===== config.mk =====
export PLATFORM = sky130hd
export DESIGN_NAME = decode_issue_queue_flat
export DESIGN_NICKNAME = d
export VERILOG_FILES = /design/src/rtl/decode_issue_queue_if.sv /design/src/rtl/decode_issue_queue.sv /design/src/flat_wrapper.sv
export SDC_FILE = /design/constraint.sdc
export NUM_CORES = 1
export LEC_CHECK = 0
export CELL_PAD_IN_SITES_DETAIL_PLACEMENT = 1
export CELL_PAD_IN_SITES_GLOBAL_PLACEMENT = 1
export CORE_MARGIN = 2
export CORE_UTILIZATION = 54
export CTS_BUF_LIST = sky130_fd_sc_hd__clkbuf_4
export DETAILED_ROUTE_END_ITERATION = 10
export PLACE_DENSITY = 0.89
export SETUP_SLACK_MARGIN = 0.3
export SLEW_MARGIN = 20
export SYNTH_ARGS = -nofsm -noshare
export SYNTH_HDL_FRONTEND = slang
export SYNTH_SLANG_ARGS = --single-unit

===== constraint.sdc =====
create_clock -name clk -period 8.9 [get_ports clk]
set_input_delay 0.89 -clock clk [delete_from_list [all_inputs] [get_ports clk]]
set_output_delay 0.89 -clock clk [all_outputs]
set_load 0.05 [all_outputs]

===== src/rtl/decode_issue_queue_if.sv =====
// Handshake bundle between decode, the decode/issue queue and issue.
//
// Item layout (50 bits, queue_item_t as packed by decode, MSB first):
//   [49:43] uopcode    [42:40] exu_type   [39] has_rd  [38] has_rs1
//   [37]    has_rs2    [36:32] rd         [31:27] rs1  [26:22] rs2
//   [21:19] imm_type   [18:2]  packed_imm [1] taken    [0] shadowed
// The queue never looks inside an item. The layout is listed only so that
// anyone probing waveforms can find the fields.
//
// Signals:
//   flush                       redirect, discard every queued entry
//   enq_valid/enq_ready/enq_item   decode -> queue
//   deq_valid/deq_ready/deq_item   queue -> issue
//   count/almost_full/empty        occupancy status back to decode
// Modports: slave = the queue itself, master = the decode/issue side.
interface decode_issue_queue_if #(
  parameter int DEPTH = 8
);
  localparam int CW = $clog2(DEPTH) + 1;

  logic          flush;
  logic          enq_valid;
  logic          enq_ready;
  logic [49:0]   enq_item;
  logic          deq_valid;
  logic          deq_ready;
  logic [49:0]   deq_item;
  logic [CW-1:0] count;
  logic          almost_full;
  logic          empty;

  modport slave (
    input  flush, enq_valid, enq_item, deq_ready,
    output enq_ready, deq_valid, deq_item, count, almost_full, empty
  );

  modport master (
    output flush, enq_valid, enq_item, deq_ready,
    input  enq_ready, deq_valid, deq_item, count, almost_full, empty
  );
endinterface


===== src/rtl/decode_issue_queue.sv =====
// Circular in-order FIFO between instruction decode and issue.
//
// Decode pushes 50-bit queue items. Issue pops them in program order. The
// queue absorbs stalls on either side. A flush, such as a branch mispredict,
// empties it in one cycle.
//
// Ports:
//   clk  clock
//   rst  synchronous active-high reset
//   q    decode_issue_queue_if.slave, which carries flush, the enq/deq
//        handshakes, and the count/almost_full/empty status
//
// Parameters:
//   DEPTH      number of entries; must be a power of two and at least 2
//   AF_THRESH  almost_full asserts when count >= AF_THRESH (1..DEPTH)
module decode_issue_queue #(
  parameter int DEPTH     = 8,
  parameter int AF_THRESH = 6
) (
  input  logic                 clk,
  input  logic                 rst,
  decode_issue_queue_if.slave  q
);

  localparam int IW = $clog2(DEPTH);
  localparam int PW = IW + 1;

  // Each pointer has one extra wrap bit. Equal pointers mean empty. When the
  // index bits match and the wrap bits differ, the queue is full.
  logic [PW-1:0] head_reg, head_next;
  logic [PW-1:0] tail_reg, tail_next;
  logic [49:0]   mem_reg [DEPTH];

  logic [IW-1:0] head_idx, tail_idx;
  logic [PW-1:0] count_w;
  logic          full_w, empty_w;
  logic          enq_fire, deq_fire;

  assign head_idx = head_reg[IW-1:0];
  assign tail_idx = tail_reg[IW-1:0];
  assign empty_w  = (head_reg == tail_reg);
  assign full_w   = (head_idx == tail_idx) && (head_reg[IW] != tail_reg[IW]);
  // The subtraction is modular, so the wrap bit gives the right count across
  // the pointer rollover.
  assign count_w  = tail_reg - head_reg;

  // enq_ready looks only at registered state and flush. A full queue never
  // accepts an item, even when issue drains one in the same cycle.
  assign q.enq_ready   = !full_w && !q.flush;
  assign q.deq_valid   = !empty_w;
  assign q.deq_item    = mem_reg[head_idx];
  assign q.count       = count_w;
  assign q.empty       = empty_w;
  assign q.almost_full = (count_w >= PW'(AF_THRESH));

  assign enq_fire = q.enq_valid && q.enq_ready;
  assign deq_fire = q.deq_valid && q.deq_ready && !q.flush;

  always_comb begin
    head_next = head_reg;
    tail_next = tail_reg;
    if (q.flush) begin
      head_next = '0;
      tail_next = '0;
    end else begin
      if (enq_fire) tail_next = tail_reg + PW'(1);
      if (deq_fire) head_next = head_reg + PW'(1);
    end
  end

  // rst takes priority over flush. Both put the pointers back to zero.
  always_ff @(posedge clk) begin
    if (rst) begin
      head_reg <= '0;
      tail_reg <= '0;
    end else begin
      head_reg <= head_next;
      tail_reg <= tail_next;
    end
  end

  // The storage is not reset. A slot is only read after a write has filled it.
  always_ff @(posedge clk) begin
    if (!rst && enq_fire) mem_reg[tail_idx] <= q.enq_item;
  end

endmodule


===== src/flat_wrapper.sv =====
// flat-port wrapper written by rule: the top's interface ports become plain ports
module decode_issue_queue_flat 
#(
  parameter int DEPTH     = 8,
  parameter int AF_THRESH = 6
)
  (clk, rst, q_flush, q_enq_valid, q_enq_item, q_deq_ready, q_enq_ready, q_deq_valid, q_deq_item, q_count, q_almost_full, q_empty);
  decode_issue_queue_if #(.DEPTH(DEPTH)) q_i ();
  input  logic clk;
  input  logic rst;
  input wire logic [$bits(q_i.flush)-1:0] q_flush;
  input wire logic [$bits(q_i.enq_valid)-1:0] q_enq_valid;
  input wire logic [$bits(q_i.enq_item)-1:0] q_enq_item;
  input wire logic [$bits(q_i.deq_ready)-1:0] q_deq_ready;
  output wire logic [$bits(q_i.enq_ready)-1:0] q_enq_ready;
  output wire logic [$bits(q_i.deq_valid)-1:0] q_deq_valid;
  output wire logic [$bits(q_i.deq_item)-1:0] q_deq_item;
  output wire logic [$bits(q_i.count)-1:0] q_count;
  output wire logic [$bits(q_i.almost_full)-1:0] q_almost_full;
  output wire logic [$bits(q_i.empty)-1:0] q_empty;
  assign q_i.flush = q_flush;
  assign q_i.enq_valid = q_enq_valid;
  assign q_i.enq_item = q_enq_item;
  assign q_i.deq_ready = q_deq_ready;
  assign q_enq_ready = q_i.enq_ready;
  assign q_deq_valid = q_i.deq_valid;
  assign q_deq_item = q_i.deq_item;
  assign q_count = q_i.count;
  assign q_almost_full = q_i.almost_full;
  assign q_empty = q_i.empty;
  decode_issue_queue #(.DEPTH(DEPTH), .AF_THRESH(AF_THRESH)) u_core (.clk(clk), .rst(rst), .q(q_i));
endmodule

==> out/results.tsv <==
stage	metric	value	unit
place	post-dp-hpwl	19.3	mm
logic_synthesis	ys_warn_count	0	
floorplan	num_io_pins	113	
setup_path	crit_type	register to output pin	
floorplan	die-area	0.0313	mm2
logic_synthesis	async_flop_share	0	%
pwr	ir_drop	0.168	mV
timing	maxSlewViolCount	0	
floorplan	core	0.0296	mm2
drt	viasPerCell	5.80	
logic_synthesis	netlist_instances	671	
logic_synthesis	synthesis.nets	732	
drt	ant_nets	0	
clocking	cts_tree	built	
logic_synthesis	avgSynthCellArea	24.0	um2
pwr	p_seq_share	56.2	%
timing	rsz0062_at_grt	false	
pwr	p_sw_share	21.8	%
pwr	p_leak	0.00618	uW
cells_and_area	largest_register_ffs	400	
place	io_buffer_count	112	
timing	fin_crit_sh	58.2	%
drt	drcViolationCount	0	
cells_and_area	fillers	2421	
setup_path	cp-start-kind	register	
grt	grt_overflow	0	
clocking	cts_resized	0	
cells_and_area	multi_input_area	0.00370	mm2
clocking	cts_buffers	100	
grt	grt_pass1_vias	8662	
timing	finalHoldViolCount	0	
drt	avgRoutedWirePerCell	25.9	um
grt	antenna_found_initial	5	
logic_synthesis	yosys.cell_types.count	29	
setup_path	crit_buf_inv	2	
worst_hold_path	hold_class	register to register	
clocking	htree_num_levels	3	
place	gp_congestion	0.741	
setup_path	r2r_slack	5140	ps
grt	grt_usage	22.8	%
logic_synthesis	synth-edff-count	400	
timing	tns	0	ps
setup_path	r2r-end	u_core.mem_reg[7][16]	
pwr	p_comb_share	3.7	%
clocking	cts_sinks	411	
logic_synthesis	ys_seq_elements	411	
cells_and_area	regArea	0.0122	mm2
logic_synthesis	synthesis.area	0.0161	mm2
setup_path	worstSetupEndpointType	output pin	
drt	wirelength	34.7	mm
clocking	root_buffer	clkbuf_4	
timing	slew_headroom	25.3	%
timing	finalCriticalPeriod	5180	ps
clocking	post-cts-setup-buffers	0	
job	cap_violations	0	
status	outcome	finished, final reports clean	
worst_hold_path	holdPathEnd	u_core.tail_reg[3]	
cells_and_area	drive_gt1_share	24.8	%
timing	setup_violations	0	
pwr	total_power	3800	uW
setup_path	arrival	4290	ps
logic_synthesis	ys_seq_area_share	75.9	%
timing	fmax	193	MHz
logic_synthesis	synthFlopType	edfxtp_1	
worst_hold_path	hp-start	u_core.tail_reg[3]	
timing	finClkSkew	43.7	ps
clocking	ctsLongestPathBuffers	3	
setup_path	cpLargestDelayFamily	buffers and inverters	
setup_path	crit_path_top_delay_cell	buf_4	
cells_and_area	area_growth	17.8	%
cells_and_area	most-common-layout-cells	edfxtp_1 (400), clkbuf_4 (145), clkdlybuf4s50_1 (112)	
floorplan	initial_core_util	54.5	%
pwr	internal_power	2970	uW
worst_hold_path	hold_path_depth	2	
cells_and_area	layout.nets	933	
pwr	power.net_switching	829	uW
cells_and_area	final_common_cell	edfxtp_1	
clocking	postCtsHoldBufs	0	
setup_path	r2r.worst_path.cells	6	
floorplan	die_w	177	um
grt	grt_first_pass_wirelength	51.9	mm
clocking	path_clk_slew	70	ps
setup_path	cp_max_fo	62	
setup_path	required	8010	ps
floorplan	die_y	177	um
setup_path	r2r-start	u_core.tail_reg[0]	
drt	first_pass_iters	5	
setup_path	crit_chain	buf_4 -> mux4_1 -> mux2_2 -> clkdlybuf4s50_1	
clocking	clock_latency	730	ps
timing	tightest_slew	1120	ps
floorplan	std_cell_rows	63	
drt	detail_route.iter0.violations	495	
drt	vias	7769	
setup_path	critPathMaxStageDelay	860	ps
grt	grt_max_degree	87	
pwr	powerDensity	200	mW/mm2
pwr	p_clk_share	40.2	%
==> worst min-delay path: stages (launching register included) <==
cell	delay, ps
dfxtp_1	360
nand2_1	80
mux2i_1	60
==> power by group through the flow <==
stage | Sequential [uW] | Clock [uW] | Combinational (uW)
2_1_floorplan | 2180 | 0 | 67.1
4_1_cts | 2130 | 1560 | 141
6_report | 2130 | 1530 | 140
3_3_place_gp | 2170 | 0 | 131
5_1_grt | 2130 | 1660 | 149
3_5_place_dp | 2180 | 0 | 140
==> area by class of cell <==
type	count	share of cell area, %
clock inverters	33	0.975
clock buffers	145	5.73
diodes	2	0.0263
well taps	390	2.57
flip-flops and latches	411	64.4
multi-input cells	220	19.5
repair buffers	130	6.61
inverters	9	0.178
==> worst max-delay path by stage <==
stage                     cells past startpoint                from              endpoint
after floorplan                               7  u_core.tail_reg[0]  u_core.mem_reg[2][0]
after global placement                        4            register        q_deq_item[20]
after detailed placement                      4            register        q_deq_item[23]
after CTS                                     4            register        q_deq_item[23]
after global routing                          4            register        q_deq_item[23]
final                                         4            register        q_deq_item[23]
==> layer usage <==
| layer | vias up | global-route usage, % | share of wire [%] |
|---|---|---|---|
| met3 | 61 | 5.82 | 5.5 |
| met1 | 4049 | 29.1 | 41 |
| met4 | 4 | 10.2 | 2.8 |
| li1 | 3390 | - | - |
| met2 | 265 | 37.5 | 50 |
| met5 | - | 0 | 0.089 |
==> per-stage QoR <==
step | utilization (%) | hold WS, ps | setup slack (ps) | std cells | cell area [um2]
global route | 64.3 | 566 | 3580 | 1340 | 19000
CTS | 64.3 | 539 | 3700 | 1338 | 19000
global placement | 60.0 | 491 | 4640 | 1160 | 17700
detailed placement | 60.0 | 531 | 4480 | 1160 | 17700
finish | 64.3 | 543 | 3720 | 1340 | 19000
floorplan | - | 464 | 2010 | 671 | 16100
==> synthesized netlist by cell type, types with 3 or more instances <==
| library cell | instances | area share [%] |
|---|---|---|
| clkbuf_1 | 10 | 0.23 |
| ha_1 | 5 | 0.39 |
| buf_1 | 8 | 0.19 |
| edfxtp_1 | 400 | 74 |
| nand2_1 | 19 | 0.44 |
| a21oi_1 | 5 | 0.16 |
| nor3_1 | 3 | 0.093 |
| dfxtp_1 | 11 | 1.4 |
| or3_1 | 5 | 0.19 |
| buf_6 | 11 | 0.77 |
| mux2_2 | 50 | 3.5 |
| nand2b_1 | 3 | 0.12 |
| mux2i_1 | 9 | 0.56 |
| inv_1 | 9 | 0.21 |
| mux4_1 | 100 | 16 |
| nor4_1 | 5 | 0.19 |
==> logic make-up after synthesis <==
group                    count (synthesis)  synth area share (%)
multiplexers                           159                  20.3
adder cells (fa/ha/maj)                  6                 0.512
XOR/XNOR                                 3                 0.163
buffers and inverters                   40                  1.46
AO/OA/AOI/OAI                           10                 0.372
flip-flops                             411                  75.9
AND/OR/NAND/NOR                         42                  1.29
Power figures use the tool's default switching activity.
